--- src/rtl/rob_rename_unit.sv ---
// Reorder buffer with a register-rename table, NUM_CPL completion channels
// and in-order single commit. Issue-time operand lookup returns either a
// value (register file, stored result or same-cycle completion bypass) or
// the producer tag. A commit whose actual next PC differs from the predicted
// one raises flush and empties the whole buffer at that edge.
//
// Entry state | meaning
// ST_EMPTY    | slot free
// ST_ISSUED   | instruction accepted, waiting for its result
// ST_DONE     | result and actual next PC captured, waiting to commit
module rob_rename_unit #(
    parameter int DEPTH_BITS = 3,
    parameter int NUM_CPL    = 2,
    parameter int XLEN       = 32
) (
    input  logic                             clk_in,
    input  logic                             rst_in,
    input  logic                             rdy_in,
    input  logic                             issue_valid,
    output logic                             issue_ready,
    output logic [DEPTH_BITS-1:0]            issue_tag,
    input  logic [4:0]                       issue_rd,
    input  logic [4:0]                       issue_rs1,
    input  logic [4:0]                       issue_rs2,
    input  logic [XLEN-1:0]                  issue_pred_pc,
    input  logic                             issue_is_store,
    input  logic [XLEN-1:0]                  rf_rs1_val,
    input  logic [XLEN-1:0]                  rf_rs2_val,
    output logic                             rs1_ready,
    output logic                             rs2_ready,
    output logic [XLEN-1:0]                  rs1_val,
    output logic [XLEN-1:0]                  rs2_val,
    output logic [DEPTH_BITS-1:0]            rs1_tag,
    output logic [DEPTH_BITS-1:0]            rs2_tag,
    input  logic [NUM_CPL-1:0]               cpl_valid,
    input  logic [NUM_CPL*DEPTH_BITS-1:0]    cpl_tag,
    input  logic [NUM_CPL*XLEN-1:0]          cpl_val,
    input  logic [NUM_CPL*XLEN-1:0]          cpl_next_pc,
    output logic [DEPTH_BITS-1:0]            head_tag,
    output logic                             head_is_store,
    output logic                             rf_we,
    output logic [4:0]                       rf_rd,
    output logic [XLEN-1:0]                  rf_wdata,
    output logic                             flush,
    output logic [XLEN-1:0]                  flush_pc
);

    localparam int DEPTH = 1 << DEPTH_BITS;
    localparam int NREG  = 32;
    localparam logic [DEPTH_BITS:0] DEPTH_CNT = (DEPTH_BITS+1)'(DEPTH);

    typedef enum logic [1:0] {
        ST_EMPTY  = 2'd0,
        ST_ISSUED = 2'd1,
        ST_DONE   = 2'd2
    } ent_st_e;

    logic [DEPTH_BITS-1:0] head_q, head_d, tail_q, tail_d;
    logic [DEPTH_BITS:0]   count_q, count_d;

    ent_st_e               st_q    [DEPTH];
    ent_st_e               st_d    [DEPTH];
    logic [4:0]            rd_q    [DEPTH];
    logic [4:0]            rd_d    [DEPTH];
    logic [XLEN-1:0]       pred_q  [DEPTH];
    logic [XLEN-1:0]       pred_d  [DEPTH];
    logic [XLEN-1:0]       val_q   [DEPTH];
    logic [XLEN-1:0]       val_d   [DEPTH];
    logic [XLEN-1:0]       npc_q   [DEPTH];
    logic [XLEN-1:0]       npc_d   [DEPTH];
    logic                  store_q [DEPTH];
    logic                  store_d [DEPTH];

    logic [NREG-1:0]       busy_q, busy_d;
    logic [DEPTH_BITS-1:0] rtag_q  [NREG];
    logic [DEPTH_BITS-1:0] rtag_d  [NREG];

    logic [DEPTH_BITS-1:0] c_tag   [NUM_CPL];
    logic [XLEN-1:0]       c_val   [NUM_CPL];
    logic [XLEN-1:0]       c_npc   [NUM_CPL];

    logic                  hit     [DEPTH];
    logic [XLEN-1:0]       hit_val [DEPTH];
    logic [XLEN-1:0]       hit_npc [DEPTH];

    logic [4:0]            op_reg  [2];
    logic [XLEN-1:0]       op_rf   [2];
    logic                  op_rdy  [2];
    logic [XLEN-1:0]       op_val  [2];
    logic [DEPTH_BITS-1:0] op_tag  [2];

    logic issue_acc;
    logic commit;
    logic mispredict;

    // Unpack the flattened completion buses into per-channel views.
    always_comb begin
        for (int k = 0; k < NUM_CPL; k++) begin
            c_tag[k] = cpl_tag[k*DEPTH_BITS +: DEPTH_BITS];
            c_val[k] = cpl_val[k*XLEN +: XLEN];
            c_npc[k] = cpl_next_pc[k*XLEN +: XLEN];
        end
    end

    // Per-entry completion match; scanning high to low lets the lowest channel win.
    always_comb begin
        for (int i = 0; i < DEPTH; i++) begin
            hit[i]     = 1'b0;
            hit_val[i] = '0;
            hit_npc[i] = '0;
            for (int k = NUM_CPL-1; k >= 0; k--) begin
                if (cpl_valid[k] && c_tag[k] == DEPTH_BITS'(i)) begin
                    hit[i]     = 1'b1;
                    hit_val[i] = c_val[k];
                    hit_npc[i] = c_npc[k];
                end
            end
        end
    end

    assign issue_ready   = (count_q < DEPTH_CNT);
    assign issue_tag     = tail_q;
    assign head_tag      = head_q;
    assign head_is_store = (st_q[head_q] == ST_ISSUED) && store_q[head_q];

    assign commit     = rdy_in && (count_q != '0) && (st_q[head_q] == ST_DONE);
    assign mispredict = commit && (npc_q[head_q] != pred_q[head_q]);
    assign issue_acc  = issue_valid && issue_ready && !mispredict && rdy_in;

    assign rf_we    = commit && (rd_q[head_q] != 5'd0);
    assign rf_rd    = rd_q[head_q];
    assign rf_wdata = val_q[head_q];
    assign flush    = mispredict;
    assign flush_pc = mispredict ? npc_q[head_q] : '0;

    assign op_reg[0] = issue_rs1;
    assign op_reg[1] = issue_rs2;
    assign op_rf[0]  = rf_rs1_val;
    assign op_rf[1]  = rf_rs2_val;

    // Operand lookup: not renamed, then stored result, then completion bypass.
    always_comb begin
        for (int o = 0; o < 2; o++) begin
            op_rdy[o] = 1'b1;
            op_val[o] = op_rf[o];
            op_tag[o] = rtag_q[op_reg[o]];
            if (op_reg[o] != 5'd0 && busy_q[op_reg[o]]) begin
                if (st_q[op_tag[o]] == ST_DONE) begin
                    op_val[o] = val_q[op_tag[o]];
                end else begin
                    op_rdy[o] = 1'b0;
                    op_val[o] = '0;
                    for (int k = NUM_CPL-1; k >= 0; k--) begin
                        if (cpl_valid[k] && c_tag[k] == op_tag[o]) begin
                            op_rdy[o] = 1'b1;
                            op_val[o] = c_val[k];
                        end
                    end
                end
            end
        end
    end

    assign rs1_ready = op_rdy[0];
    assign rs1_val   = op_val[0];
    assign rs1_tag   = op_tag[0];
    assign rs2_ready = op_rdy[1];
    assign rs2_val   = op_val[1];
    assign rs2_tag   = op_tag[1];

    // Next state: completion, commit, issue, then a mispredict overrides everything.
    always_comb begin
        head_d  = head_q;
        tail_d  = tail_q;
        count_d = count_q;
        busy_d  = busy_q;
        for (int i = 0; i < DEPTH; i++) begin
            st_d[i]    = st_q[i];
            rd_d[i]    = rd_q[i];
            pred_d[i]  = pred_q[i];
            val_d[i]   = val_q[i];
            npc_d[i]   = npc_q[i];
            store_d[i] = store_q[i];
        end
        for (int r = 0; r < NREG; r++) begin
            rtag_d[r] = rtag_q[r];
        end

        if (rdy_in) begin
            for (int i = 0; i < DEPTH; i++) begin
                if (hit[i] && st_q[i] == ST_ISSUED) begin
                    st_d[i]  = ST_DONE;
                    val_d[i] = hit_val[i];
                    npc_d[i] = hit_npc[i];
                end
            end

            if (commit) begin
                st_d[head_q] = ST_EMPTY;
                head_d       = head_q + DEPTH_BITS'(1);
                // A newer producer (registered or arriving now) keeps the mapping alive.
                if (rd_q[head_q] != 5'd0 && rtag_q[rd_q[head_q]] == head_q &&
                    !(issue_acc && issue_rd == rd_q[head_q])) begin
                    busy_d[rd_q[head_q]] = 1'b0;
                end
            end

            if (issue_acc) begin
                st_d[tail_q]    = ST_ISSUED;
                rd_d[tail_q]    = issue_rd;
                pred_d[tail_q]  = issue_pred_pc;
                store_d[tail_q] = issue_is_store;
                val_d[tail_q]   = '0;
                npc_d[tail_q]   = '0;
                tail_d          = tail_q + DEPTH_BITS'(1);
                if (issue_rd != 5'd0) begin
                    busy_d[issue_rd] = 1'b1;
                    rtag_d[issue_rd] = tail_q;
                end
            end

            if (issue_acc && !commit) begin
                count_d = count_q + (DEPTH_BITS+1)'(1);
            end else if (!issue_acc && commit) begin
                count_d = count_q - (DEPTH_BITS+1)'(1);
            end

            if (mispredict) begin
                for (int i = 0; i < DEPTH; i++) begin
                    st_d[i] = ST_EMPTY;
                end
                head_d  = '0;
                tail_d  = '0;
                count_d = '0;
                busy_d  = '0;
            end
        end
    end

    // State registers; reset discards every in-flight entry.
    always_ff @(posedge clk_in or posedge rst_in) begin
        if (rst_in) begin
            head_q  <= '0;
            tail_q  <= '0;
            count_q <= '0;
            busy_q  <= '0;
            for (int i = 0; i < DEPTH; i++) begin
                st_q[i]    <= ST_EMPTY;
                rd_q[i]    <= '0;
                pred_q[i]  <= '0;
                val_q[i]   <= '0;
                npc_q[i]   <= '0;
                store_q[i] <= 1'b0;
            end
            for (int r = 0; r < NREG; r++) begin
                rtag_q[r] <= '0;
            end
        end else begin
            head_q  <= head_d;
            tail_q  <= tail_d;
            count_q <= count_d;
            busy_q  <= busy_d;
            for (int i = 0; i < DEPTH; i++) begin
                st_q[i]    <= st_d[i];
                rd_q[i]    <= rd_d[i];
                pred_q[i]  <= pred_d[i];
                val_q[i]   <= val_d[i];
                npc_q[i]   <= npc_d[i];
                store_q[i] <= store_d[i];
            end
            for (int r = 0; r < NREG; r++) begin
                rtag_q[r] <= rtag_d[r];
            end
        end
    end

endmodule

--- config.mk ---
export PLATFORM = sky130hd
export DESIGN_NAME = rob_rename_unit
export DESIGN_NICKNAME = d
export VERILOG_FILES = /design/src/rtl/rob_rename_unit.sv
export SDC_FILE = /design/constraint.sdc
export NUM_CORES = 2
export LEC_CHECK = 0
export CORE_MARGIN = 3
export CORE_UTILIZATION = 50
export DETAILED_ROUTE_END_ITERATION = 12
export GPL_TIMING_DRIVEN = 0
export PLACE_DENSITY = 0.67
export SYNTH_ARGS = -nofsm -noshare
export SYNTH_HDL_FRONTEND = slang
export SYNTH_SLANG_ARGS = --single-unit
export TNS_END_PERCENT = 5
--- constraint.sdc ---
create_clock -name clk_in -period 33.3 [get_ports clk_in]
set_input_delay 3.33 -clock clk_in [delete_from_list [all_inputs] [get_ports clk_in]]
set_output_delay 3.33 -clock clk_in [all_outputs]
set_load 0.03 [all_outputs]
==> impl_metrics.toml <==
[drt]
dr.pass1.iters = 9
num_vias = 51612
wirelength_mm = 265
dr.first_iter.drc_count = 8206
drc = 0
ant_nets = 0
vias_per_cell = 7.32
wl_per_cell_um = 37.5

[placement]
place_congestion = 1.01
place_hpwl_mm = 179
port_buffers = 259
dpl.cell_count = 6815

[final_layout]
finalCoreUtilization_pct = 58.4
area_delta_synth_final_pct = 15.0
final_cells = 7055
nNetsFinal = 5683
drive_gt1_share_pct = 18.1

[sta]
worst_pin_slew_ns = 1.69
drv_slew = 55
rsz0062_at_grt = "false"
period_minus_slack_ns = 14.06
finalCritPeriodShare_pct = 42.2
finalSetupViolations = 0
clock_skew_ns = 0.0407
hold_viol = 0
slew_headroom_pct = -12.6
timing.fmax_mhz = 71.1

[power]
comb_power_share_pct = 41.9
leakage_nw = 29.6
peakVddDrop_mv = 0.0603
internal_power_mw = 3.24
power_mw = 5.50
power_frac_seq_pct = 34.9
clkPwrFrac_pct = 23.2
switching_power_mw = 2.26
sw_frac_of_total_pct = 41.1
power_density_nw_per_um2 = 83.0

[critical_path]
crit_required_ns = 29.97
worstPathArrival_ns = 10.73
start_kind = "input port"
crit_chain = "buf_2, buf_1, mux4_2, mux4_2, mux2i_1, inv_1, a311oi_1, nor3_1, a31oi_1, nand2_1, clkbuf_1, a221oi_1, a211oi_1, clkdlybuf4s50_1"
max_stage_delay_ns = 0.94
crit_top_cell = "mux4_2"
crit_type = "input port to output port"
crit_fanout = 10
endpoint_kind = "output port"
critical_path.slowest_cell = "mux2i_1"

[clocking]
postCtsResizedCells = 0
cts.sinks = 969
clk_latency_ns = 0.73
postCtsSetupBuffers = 0
numCtsBuffers = 106
ctsHoldBuffers = 0
cts_root_buf = "clkbuf_16"
clockBufferDepth = 3
cts_tree = "built"
clk_pin_slew_ns = 0.06
cts_htree_levels = 3

[logic_synthesis]
synth_warnings = 0
ys_seq_elements = 969
yosysSeqAreaShare_pct = 42.1
synthArstFlopShare_pct = 100
syn_nets = 5301
yosysUniqueCellTypes = 72
yosys_most_used_dff = "dfrtp_1"
synth_edf_count = 0
synth_area_um2 = 57600
postSynthCellCount = 5044
syn_area_per_cell_um2 = 11.4

[grt]
grt_usage_pct = 43.1
antenna_found_initial = 50
grt_pass1_wl_mm = 374
first_global_vias = 50008
grt_max_degree = 133
grt_overflow = 0

[worst_hold_path]
min_path_type = "flop to flop"

[floorplan]
dieArea_um2 = 119000
die_w_um = 345
ios = 403
rows = 123
initial_utilization_pct = 50.8
die_height_um = 345
core-area_um2 = 113000

[status]
violations = "capacitance limit, slew limit"
status = "finished, violations left"

[flow_run]
drv_cap = 6
## sequential cells by signal, indices dropped and copies added (netlist names), 8 cells and up
register  flops
busy_q       31
st_q         16
npc_q       256
pred_q      256
rtag_q       96
val_q       256
store_q       8
rd_q         40
## synth_stat cells (18+ instances only)
master | n | area, um2
a31oi_1 | 34 | 213
mux2_2 | 488 | 5500
xor2_1 | 18 | 158
mux2i_1 | 847 | 8480
nand3_1 | 61 | 305
o2bb2ai_1 | 388 | 3400
a221oi_1 | 99 | 867
nor3_1 | 32 | 160
a221o_1 | 41 | 410
xnor2_1 | 42 | 368
a211oi_1 | 168 | 1260
nand2_1 | 117 | 439
o21ai_0 | 85 | 425
dfrtp_1 | 969 | 24200
buf_2 | 122 | 611
mux4_2 | 154 | 3470
inv_1 | 23 | 86.3
a22oi_1 | 235 | 1760
clkbuf_1 | 311 | 1170
nor2b_1 | 19 | 119
a22o_1 | 28 | 245
buf_1 | 174 | 653
nor2_1 | 266 | 998
a21oi_1 | 82 | 410
nand4_1 | 33 | 206
## worst max-delay path, delay by kind of cell
kind | cells | cell delay [ns]
AND/OR/NAND/NOR | 2 | 0.60
multiplexers | 3 | 2.05
AO/OA/AOI/OAI | 4 | 2.09
buffers and inverters | 5 | 2.63
## power groups by stage
| stage | Combinational, mW | Sequential, mW | Clock [mW] |
|---|---|---|---|
| finish | 2.31 | 1.92 | 1.28 |
| floorplan | 1.44 | 1.80 | 0 |
| CTS | 2.21 | 1.89 | 1.27 |
| global route | 2.39 | 1.95 | 1.31 |
| global placement | 2.16 | 1.90 | 0 |
| detailed placement | 2.20 | 1.90 | 0 |
## metrics by stage
step | setup TNS [ns] | instance area [um2] | worst slack, ns | hold slack [ns]
detailed placement | 0 | 62400 | 19.74 | 0.468
global placement | -9127.11 | 62100 | -9.66 | 0.465
CTS | 0 | 66000 | 19.73 | 0.485
floorplan | 0 | 57600 | 2.71 | 0.451
finish | 0 | 66200 | 19.24 | 0.487
global route | 0 | 66100 | 19.28 | 0.501
## layer usage
layer | global-route usage [%] | share of wire, % | wire length [um] | vias up
li1 | - | - | - | 20239
met1 | 55.3 | 37 | 97200 | 25854
met2 | 60.6 | 41 | 110000 | 4353
met3 | 17.9 | 14 | 38300 | 1128
met4 | 25.9 | 7.3 | 19300 | 38
met5 | 0 | 0.10 | 264 | -
## cells by family (layout without fill, tap and decap cells)
kind of cell               Yosys count  in the layout  synth area share (%)
DFF                                969            969                  42.1
buffers and inverters              641           1108                  4.50
and+or+nand+nor                    619            619                  4.97
AOI/OAI and AO/OA                 1261           1261                  17.1
muxes                             1489           1489                  30.3
other                                0             44                     0
xor gates and xnor gates            60             60                 0.912
adders and majority gates            5              5                 0.122
## layout make-up
class                           count  area, um2
Antenna cell                       44        110
Buffer                            616       2510
Clock buffer                      147       3030
Clock inverter                     46        651
Fill cell                        9709      47200
Inverter                           25        101
Multi-Input combinational cell   3434      30800
Sequential cell                   969      24200
Tap cell                         1500       1880
Timing Repair Buffer              274       2920
## cells in the final DEF, fill, tap and decap left out, drive strengths merged, types with 10 or more instances in the layout
master / netlist / final
nor4: 11 / 11
o21ai: 85 / 85
a31oi: 34 / 34
buf: 305 / 319
nand3b: 12 / 12
mux4: 154 / 154
xor2: 18 / 18
a221o: 41 / 41
diode: 0 / 44
a22o: 28 / 28
mux2: 488 / 488
bufinv: 0 / 12
nor2b: 19 / 19
a21boi: 15 / 15
mux2i: 847 / 847
nand3: 61 / 61
clkbuf: 311 / 459
a22oi: 235 / 235
nand4: 33 / 33
o2bb2ai: 388 / 388
nor2: 266 / 266
nor3: 33 / 33
inv: 24 / 28
clkdlybuf4s50: 0 / 259
a221oi: 99 / 99
a21oi: 83 / 83
dfrtp: 969 / 969
a211oi: 168 / 168
nand2b: 14 / 14
nand2: 117 / 117
o22ai: 10 / 10
xnor2: 42 / 42
clkinv: 1 / 27
and3: 17 / 17
## final timing paths
check | from | to | slack [ns] | cells after the start
hold / removal | npc_q[239] | npc_q[239] | 0.49 | 1
setup / recovery | issue_rs1[0] | rs1_val[3] | 19.24 | 14
max in group asynchronous | rst_in | val_q[38] | 28.11 | 5
hold reg to reg | npc_q[239] | npc_q[239] | 0.49 | 1
setup reg to reg | head_tag[2] | val_q[7] | 24.71 | 14
min in group asynchronous | rst_in | npc_q[193] | 3.12 | 2
Power figures use the tool's default switching activity.
